File: src/rtl/div_xxbit_shift.sv
// Iterative restoring shift-subtract divider, one quotient bit per clock.
// Define DIV_XXBIT_SHIFT_SIGNED_EN for two's-complement operands; the default build is unsigned.
module div_xxbit_shift #(
  parameter int DATA_WIDTH = 4
) (
  input  logic                  i_clk,
  input  logic                  i_rst,
  input  logic                  i_start,
  input  logic [DATA_WIDTH-1:0] i_num_a,
  input  logic [DATA_WIDTH-1:0] i_num_b,
  output logic                  o_busy,
  output logic                  o_end,
  output logic [DATA_WIDTH-1:0] o_quo,
  output logic [DATA_WIDTH-1:0] o_rem,
  output logic                  o_div_zero
);

  localparam int W  = DATA_WIDTH;
  localparam int CW = $clog2(W + 1);

  typedef enum logic [1:0] {IDLE, CALC, DONE} state_t;

  state_t          state, state_next;
  logic [2*W-1:0]  work, work_step;
  logic [W-1:0]    divisor;
  logic [CW-1:0]   count;
  logic [W:0]      trial;
  logic            accept, last_step, b_zero;
  logic [W-1:0]    a_mag, b_mag;
  logic [W-1:0]    quo_res, rem_res;

  assign accept    = (state == IDLE) && i_start;
  assign last_step = (state == CALC) && (count == CW'(1));
  assign b_zero    = (i_num_b == '0);

`ifdef DIV_XXBIT_SHIFT_SIGNED_EN
  logic neg_quo, neg_rem;

  assign a_mag   = i_num_a[W-1] ? -i_num_a : i_num_a;
  assign b_mag   = i_num_b[W-1] ? -i_num_b : i_num_b;
  // Most-negative / -1 falls out naturally: the magnitude quotient wraps to itself.
  assign quo_res = neg_quo ? -work_step[W-1:0]   : work_step[W-1:0];
  assign rem_res = neg_rem ? -work_step[2*W-1:W] : work_step[2*W-1:W];

  always_ff @(posedge i_clk) begin
    if (i_rst) begin
      neg_quo <= 1'b0;
      neg_rem <= 1'b0;
    end else if (accept) begin
      neg_quo <= i_num_a[W-1] ^ i_num_b[W-1];
      neg_rem <= i_num_a[W-1];
    end
  end
`else
  assign a_mag   = i_num_a;
  assign b_mag   = i_num_b;
  assign quo_res = work_step[W-1:0];
  assign rem_res = work_step[2*W-1:W];
`endif

  // Trial uses the bit shifted out of the upper half, so it needs W+1 bits.
  always_comb begin
    // NOTE: every always_comb output gets a default first so no latch is inferred.
    trial     = work[2*W-1:W-1] - {1'b0, divisor};
    work_step = {work[2*W-2:0], 1'b0};
    if (!trial[W]) begin
      work_step[2*W-1:W] = trial[W-1:0];
      work_step[0]       = 1'b1;
    end
  end

  always_comb begin
    state_next = state;
    case (state)
      IDLE: if (i_start) state_next = b_zero ? DONE : CALC;
      CALC: if (count == CW'(1)) state_next = DONE;
      DONE: state_next = IDLE;
      default: state_next = IDLE;
    endcase
  end

  always_ff @(posedge i_clk) begin
    // NOTE: sequential state uses non-blocking assignments so every register samples pre-edge values.
    if (i_rst) state <= IDLE;
    else       state <= state_next;
  end

  always_ff @(posedge i_clk) begin
    // NOTE: datapath registers are reset too, so outputs read zero after reset and no stale partial survives.
    if (i_rst) begin
      work       <= '0;
      divisor    <= '0;
      count      <= '0;
      o_quo      <= '0;
      o_rem      <= '0;
      o_div_zero <= 1'b0;
    end else if (accept) begin
      work    <= {{W{1'b0}}, a_mag};
      divisor <= b_mag;
      count   <= CW'(W);
      if (b_zero) begin
        o_quo      <= '1;
        o_rem      <= i_num_a;
        o_div_zero <= 1'b1;
      end
    end else if (state == CALC) begin
      work  <= work_step;
      count <= count - CW'(1);
      if (last_step) begin
        o_quo      <= quo_res;
        o_rem      <= rem_res;
        o_div_zero <= 1'b0;
      end
    end
  end

  assign o_busy = (state != IDLE);
  assign o_end  = (state == DONE);

endmodule
File: config.mk
export PLATFORM = sky130hd
export DESIGN_NAME = div_xxbit_shift
export DESIGN_NICKNAME = d
export VERILOG_FILES = /design/src/rtl/div_xxbit_shift.sv
export SDC_FILE = /design/constraint.sdc
export NUM_CORES = 1
export LEC_CHECK = 0
export CAP_MARGIN = 20
export CORE_MARGIN = 5
export CORE_UTILIZATION = 55
export DETAILED_ROUTE_END_ITERATION = 7
export DONT_BUFFER_PORTS = 1
export PLACE_DENSITY = 0.73
export SLEW_MARGIN = 20
export SYNTH_ARGS = -nofsm -noshare
export SYNTH_HDL_FRONTEND = slang
export SYNTH_SLANG_ARGS = --single-unit
File: constraint.sdc
create_clock -name i_clk -period 2.11 [get_ports i_clk]
set_input_delay 0.422 -clock i_clk [delete_from_list [all_inputs] [get_ports i_clk]]
set_output_delay 0.422 -clock i_clk [all_outputs]
set_load 0.02 [all_outputs]
==> Word-level counts from Yosys, hierarchy flattened <==
Index checks and enable logic that the tools add are counted.
{ "word_totals": {"reg_bits": 26, "in_bits": 11, "output_inout_bits": 11, "word_cells": 49} }
{ "op_classes": {"add_sub_neg": 2, "eq_ne": 6, "mux": 22, "reduce_logical": 10} }
{ "ops": {"columns": ["cell", "count"], "rows": [
  ["$mux W4", 11],
  ["$mux W2", 3],
  ["$mux W3", 2],
  ["$reduce_bool A2 Y1", 3],
  ["$mux W1", 5],
  ["$sub A5 B4 Y5", 1],
  ["$logic_not A4 Y1", 1],
  ["$ne A2 B2 Y1 const B", 2],
  ["$pmux W2 S2", 1],
  ["$eq A3 B1 Y1 const B", 1],
  ["$reduce_and A3 Y1", 1],
  ["$sub A3 B1 Y3 const B", 1],
  ["$eq A2 B1 Y1 const B", 1],
  ["$eq A2 B2 Y1 const B", 1],
  ["$logic_and A1 B1 Y1", 2],
  ["$logic_not A2 Y1", 1],
  ["$ne A2 B1 Y1 const B", 1],
  ["$reduce_and A2 Y1", 1],
  ["$reduce_or A2 Y1", 1]
]} }

==> Depth between registers and ports, before layout <==
Gate-level depths: netlist of run 1.
{ "logic_depth": {"ltp_word": 5, "depth_mapped": 8, "depth_no_buf": 8} }

==> Worst setup path after synthesis of run 1 <==
Ideal clock, no wire load.
{ "synth_timing": {"path_type": "flip-flop to flip-flop", "from": "reg work[3]", "to": "reg work[5]", "setup_ps": 69, "t_arrival_ps": 2046, "t_required_ps": 2041, "slack_ps": -5, "path_stages_with_launch": 9, "path_buffers": 0, "synth_period_minus_slack_ps": 2115, "path_cell_list": "dfxtp_1 inv_1 ha_1 fa_1 nand2b_1 a21oi_2 xor2_2 mux2_1 o21ai_1"} }
{ "synth_via": {"elab_chain_len": 2} }
{ "synth_rtl": {"columns": ["element", "line_no", "text"], "rows": [
  ["start: declaration", "24", "logic [2*W-1:0] work, work_step;"],
  ["start signal: assignment", "98", "work <= {{W{1'b0}}, a_mag};"],
  ["start signal: assignment", "107", "work <= work_step;"],
  ["$sub A5 B4 Y5", "64", "trial = work[2*W-1:W-1] - {1'b0, divisor};"],
  ["$mux W4", "66", "if (!trial[W]) begin"]
]} }
No other way between the ends.
A chain may end at the register's enable or synchronous reset.

==> Worst setup path after layout of run 1 <==
{ "layout_timing": {"from": "reg work[3]", "to": "reg work[0]"} }
{ "layout_via": {"elab_chain_len": 4} }
{ "layout_rtl": {"columns": ["element", "line_no", "text"], "rows": [
  ["$sub A5 B4 Y5", "64", null],
  ["$mux W1", "66", null],
  ["$mux W4", "106", "end else if (state == CALC) begin"],
  ["$mux W4", "97", "end else if (accept) begin"]
]} }
No other way between the ends. The select of a mux whose other input is x is not followed.

==> results of run 1 <==
cell type report:
type	count	area share (%)
timing repair buffer	6	3.365
clock buffer	3	1.553
clock inverter	1	2.071
inverter	10	2.588
sequential	26	35.98
tap	28	2.416
multi-input combinational	104	52.03
timing repair:
| action | in CTS | in global routing |
|---|---|---|
| pin swaps | 2 | 3 |
| setup buffers | 1 | 0 |
| gates resized for setup | 7 | 6 |
| endpoints found under the setup margin | 8 | 9 |
worst paths after layout:
kind,slack [ns],end,start,cells after the start
max,0.05,work[0],work[3],10
min,0.13,work[3],i_rst,1
max reg2reg,0.05,work[0],work[3],10
min reg2reg,0.46,divisor[3],divisor[3],2
flip-flops by register name, summed over array words and instances, names as in the netlist:
signal      cells
state           2
o_rem           4
o_div_zero      1
o_quo           4
work            8
divisor         4
count           3
layer usage:
metal | vias to the layer above | share of wire, % | global-route usage [%]
li1 | 521 | - | -
met1 | 484 | 45 | 22.76
met2 | 25 | 48 | 29.67
met3 | 4 | 6.0 | 4.825
met4 | 0 | 0.93 | 3.974
met5 | - | 0 | 0
power breakdown:
group / switching, mW / leakage (nW) / internal, mW / total [mW]
Clock: 0.153 / 0.0279 / 0.192 / 0.345
Sequential: 0.0337 / 0.213 / 0.522 / 0.555
Combinational: 0.143 / 0.298 / 0.130 / 0.273
Total: 0.330 / 0.539 / 0.844 / 1.17
through the flow:
stage	setup TNS, ns	hold WS [ns]	worst slack [ns]	power (mW)
3_5_place_dp	-0.3322	0.4438	-0.06532	0.7913
6_report	0	0.1335	0.05201	1.174
5_1_grt	-0.01972	0.1070	-0.01326	1.241
3_3_place_gp	0	0.4447	0.02950	0.7821
2_1_floorplan	-0.009357	0.4363	-0.004686	0.7310
4_1_cts	0	0.1257	0.009373	1.168
cell usage in the layout (no fill, tap or decap), types with 2 or more instances in the layout:
| master | n |
|---|---|
| ha_1 | 5 |
| o21ai_0 | 3 |
| nand3_1 | 2 |
| mux2i_1 | 2 |
| buf_4 | 5 |
| a22oi_1 | 2 |
| or3_1 | 2 |
| mux2_4 | 2 |
| nor2_1 | 7 |
| clkbuf_4 | 3 |
| nand2_1 | 23 |
| dfxtp_1 | 25 |
| inv_1 | 9 |
| o21ai_1 | 3 |
| a31oi_1 | 5 |
| o221a_2 | 4 |
| o21ai_2 | 3 |
| nor2b_1 | 2 |
| xnor2_1 | 2 |
| a21oi_1 | 13 |
| xor2_1 | 2 |
| nand2b_1 | 2 |
| nor3_1 | 5 |
cells by family (layout without fill, tap and decap cells):
| group | Yosys count | in the layout | share of synthesized area (%) |
|---|---|---|---|
| AOI/OAI and AO/OA | 38 | 38 | 20.43 |
| and+or+nand+nor | 50 | 50 | 19.94 |
| DFF | 26 | 26 | 40.47 |
| xor gates and xnor gates | 5 | 5 | 3.989 |
| adders and majority gates | 7 | 7 | 7.393 |
| muxes | 4 | 4 | 3.307 |
| buffers and inverters | 15 | 20 | 4.474 |
Yosys cell counts (3+ instances only):
cell,count
o21ai_0,3
a31oi_1,5
nor2_1,7
nand2b_1,3
inv_1,10
o221a_2,4
dfxtp_1,26
ha_1,6
nor3_1,5
clkbuf_1,4
o21ai_1,5
nand2_1,23
a21oi_1,13
worst max-delay path, delay by kind of cell, from the launching register on:
family | cells | cell delay (ns)
fa+ha+maj | 2 | 0.52
flops | 1 | 0.36
compound gates | 2 | 0.33
buf+inv | 3 | 0.30
xor+xnor | 1 | 0.27
simple gates | 2 | 0.20
==> qor.txt, run 1 <==
DP HPWL = 2.082 mm
global route overflow = 0
Synth Instances = 145
Final Net Count = 169
synthesized flop and latch total = 26
CTS Hold Bufs = 0
Critical Path Max Stage Delay = 0.36 ns
Clock Skew = 0.01230 ns
Max Cap Viol = 0
Synth Flop Type = dfxtp_1
clock root cell = clkbuf_4
Multi-input gate area = 754.5 sq um
Max Clk Rate = 485.9 MHz
DIE AREA = 3406 sq um
# rows = 17
DR vias/cell = 5.809
Post-synth ARST share = 0%
Area contributors post-synth = dfxtp_1 (40%), nand2_1 (6.7%), ha_1 (5.8%), a21oi_1 (5.1%), o221a_2 (3.5%)
Post-Syn Area = 1286 sq um
DRT Pass-1 Iters = 4
fin util = 64.93%
Area Overhead vs Synth = 12.74%
first-pass GRT wire length = 4.733 mm
FILL cells = 204
Max IR drop VDD = 0.4464 mV
part of the Yosys area used for sequential elements = 40.47%
initial core utilization = 57.59%
fin area = 1450 sq um
initial antenna violation count = 0
cell taking the most area after synthesis = dfxtp_1
Sink Count = 26
Hold Fails Final Rpt = 0
Crit Path Category = flip-flop to flip-flop
Max Root-Sink Buffers = 2
status = finished clean
Post-DP Area = 1339 sq um
share of the synthesized area in the top cell type = 40.47%
drt total wl = 2.802 mm
DRC = 0
Clock Latency Late Sink = 0.33 ns
Tmin final = 2.058 ns
Syn Area/Cell = 8.871 sq um
Reg clk slew, reported paths = 0.15 ns
count of cell types in the netlist = 35
crit-path max FO = 5
ANT nets after route = 0
chip height = 58.36 microns
Leak = 0.5386 nW
EDFF count, synth = 0
DR iter-0 viols = 23
CP max-delay cell = dfxtp_2
Slew Limit Fails = 0
CP Data Arrival Time = 2.33 ns
dpl cells = 173
crit-path cells = inv_2 > ha_2 > fa_2 > nand2b_4 > a21oi_4 > xor2_4 > buf_4 > buf_4 > nand2_1 > a31oi_1
Rel. slew slack = 72.27%
Power Dens Cells = 809.5 nW/um^2
I/O Pins = 22
Port Buf Inserts = 0
share of layout cells above drive strength 1 = 21.33%
critical path endpoint category = flip-flop
CTS Buf Count = 3
Mapped Nets = 163
YS warnings = 0
most frequent cell on the critical path = buf_4
Final Wtd Congestion = 0.7789
Tcrit/Tclk final = 97.53%
Tot GR Track Use = 17.75%
core area = 2233 sq um
drt wl/cell = 15.74 microns
worst slew pin tran = 0.4152 ns
CTS tree = built
storage element area = 521.8 sq um
vias = 1034
data required time of the critical path = 2.38 ns
largest net degree at the start of global routing = 21
Finished Layout Cells = 178
Hold Path Class = input pin to flip-flop
vias in the first global route = 1054
final setup fails = 0
H-tree depth = 1
CP startpoint kind = flip-flop
ant diodes = 0
DIE WIDTH = 58.36 microns
Note: power is estimated with default switching activity, not from simulation.
==> inputs of run 2 (changes only) <==
--- a/config.mk
+++ b/config.mk
@@ -5,6 +5,7 @@
 export SDC_FILE = /design/constraint.sdc
 export NUM_CORES = 1
 export LEC_CHECK = 0
+export ABC_AREA = 1
 export CAP_MARGIN = 20
 export CORE_MARGIN = 5
 export CORE_UTILIZATION = 55
==> qor.txt, run 2 <==
Max Root-Sink Buffers = 2
Sink Count = 26
Slew Limit Fails = 0
CTS Buf Count = 3
Clock power frac = 25.7%
FILL cells = 232
share of the synthesized area in the top cell type = 36.65%
critical path endpoint category = flip-flop
Sw Share = 35.62%
crit-path max FO = 6
core area = 2477 sq um
drt total wl = 3.114 mm
final setup margin = 0.2349 ns
Final Wtd Congestion = 0.9483
crit-path cells = inv_1 > ha_1 > fa_1 > inv_1 > nand2_1 > nand2_1 > nand3_4 > nand2_4 > nand2_1 > nand2_1 > nand2_1 > nand2_1 > inv_1
part of the Yosys area used for sequential elements = 36.65%
top post-synthesis cells by count = nand2_1 (38), inv_1 (30), dfxtp_1 (26), a21oi_1 (20), nor2_1 (14)
CTS Hold Bufs = 0
Power Dens Cells = 922.7 nW/um^2
Synth Flop Type = dfxtp_1
dpl cells = 220
chip height = 60.82 microns
DIE WIDTH = 60.82 microns
data required time of the critical path = 2.36 ns
Crit Path Category = flip-flop to flip-flop
largest net degree at the start of global routing = 16
Critical Path Max Stage Delay = 0.38 ns
Tmin final = 1.875 ns
first-pass GRT wire length = 5.264 mm
ANT nets after route = 0
DIE AREA = 3698 sq um
I/O Pins = 22
worst flop-to-flop path startpoint = work[3]
status = finished clean
Crit path depth = 13
CP bufs+invs = 3
cell taking the most area after synthesis = dfxtp_1
DRT Pass-1 Iters = 4
sequential share of power = 44.5%
Int Power = 0.8763 mW
share of layout cells above drive strength 1 = 13.40%
Synth Instances = 195
drt wl/cell = 13.90 microns
switching power = 0.4848 mW
YS warnings = 0
Area contributors post-synth = dfxtp_1 (37%), nand2_1 (10%), inv_1 (7.9%), a21oi_1 (7.0%), ha_1 (5.3%)
Clock Skew = 0.005956 ns
CP Data Arrival Time = 2.12 ns
Leak = 0.7200 nW
Tot GR Track Use = 18.73%
CP startpoint kind = flip-flop
R2R Path End = work[4]
Max IR drop VDD = 0.6138 mV
most common cell after layout, fill and taps aside = nand2_1
postcts setup bufs = 0
post-CTS sizing = 0
Tcrit/Tclk final = 88.87%
initial antenna violation count = 0
initial core utilization = 57.32%
Final Net Count = 213
DRC = 0
Critical Path Start = work[3]
Mapped Nets = 213
DR iter-0 viols = 64
synthesized flop and latch total = 26
Post-Syn Area = 1420 sq um
H-tree depth = 1
Clock Latency Late Sink = 0.33 ns
Area Overhead vs Synth = 3.876%
Logic pwr share = 29.9%
DP HPWL = 2.372 mm
Hold Fails Final Rpt = 0
reg2reg path depth = 13
clock root cell = clkbuf_4
CP max-delay cell = fa_1
storage element area = 520.5 sq um
worst slew pin tran = 0.4049 ns
Post-synth ARST share = 0%
fin util = 59.55%
Rel. slew slack = 72.98%
count of cell types in the netlist = 28
Max Cap Viol = 0
# rows = 18
Hold Path Class = input pin to flip-flop
Syn Area/Cell = 7.283 sq um
CP top delay family = simple AND/OR/NAND/NOR gates
ant diodes = 0
Post-Route Setup TNS = 0 ns
Max Clk Rate = 533.3 MHz
Biggest register = work
CTS tree = built
count leader, synth = nand2_1
vias in the first global route = 1226
final setup fails = 0
Reg2Reg Setup Slack = 0.23 ns
most frequent cells in the layout = nand2_1 (38), inv_1 (30), dfxtp_1 (26)
most frequent cell on the critical path = nand2_1
RSZ-0062 raised after global routing = no
EDFF count, synth = 0
global route overflow = 0
Finished Layout Cells = 224
Largest register FFs = 8
pre-CTS setup slack = 0.2860 ns
DR vias/cell = 5.460
Reg clk slew, reported paths = 0.15 ns
Critical Path End = work[4]
vias = 1223
Port Buf Inserts = 0
Multi-input gate area = 723.2 sq um
[run 2: changes by cell type in the layout (fill, tap and decap cells not counted), moves of 5 or more]
cell | before | now
nand2_1 | 23 | 38
inv_1 | 9 | 30
nand3_1 | 2 | 11
o21ai_1 | 3 | 8
a21oi_1 | 13 | 20
nor2_1 | 7 | 14
[run 2: layout make-up]
cell class              instances  share of cell area (%)
flip-flops and latches         26                   35.28
inverters                      35                   9.075
clock buffers                   3                   1.527
multi-input cells             128                   49.02
clock inverters                 1                   2.036
repair buffers                  1                  0.5089
well taps                      30                   2.545
[run 2: layer usage]
layer	vias up	routed length [microns]	track usage (%)
met4	0	42	6.811
met5	-	0	0
li1	615	-	-
met2	35	1454	30.38
met1	566	1400	24.74
met3	7	217	3.617
[run 2: kinds of logic (layout without fill, tap and decap cells)]
logic type      count (synthesis)  in the layout  share of synthesized area [%]
flops                          26             26                          36.65
simple gates                   77             77                          27.05
compound gates                 44             44                          17.18
fa+ha+maj                       7              7                          6.696
buf+inv                        41             40                          12.42
[run 2: worst min path at each step]
stage	cells after the start	slack [ns]	startpoint	end
final	1	0.13	i_rst	work[1]
after global routing	1	0.13	i_rst	state[1]
after CTS	1	0.13	i_rst	work[1]
after detailed placement	2	0.46	work[1]	work[1]
after global placement	2	0.46	work[1]	work[1]
after floorplan	2	0.43	divisor[2]	divisor[2]
[run 2: power by group through the flow]
| stage | combinational (mW) | clock, mW | sequential, mW |
|---|---|---|---|
| 6_report | 0.407 | 0.349 | 0.605 |
| 3_5_place_dp | 0.399 | 0 | 0.617 |
| 4_1_cts | 0.402 | 0.358 | 0.607 |
| 2_1_floorplan | 0.343 | 0 | 0.606 |
| 5_1_grt | 0.465 | 0.371 | 0.612 |
| 3_3_place_gp | 0.388 | 0 | 0.615 |
[run 2: per-stage QoR]
| step | hold WS, ns | power (mW) | area (sq um) |
|---|---|---|---|
| floorplan | 0.4325 | 0.9491 | 1420 |
| global placement | 0.4564 | 1.003 | 1423 |
| detailed placement | 0.4597 | 1.016 | 1423 |
| CTS | 0.1282 | 1.367 | 1475 |
| global route | 0.1277 | 1.448 | 1475 |
| finish | 0.1333 | 1.361 | 1475 |
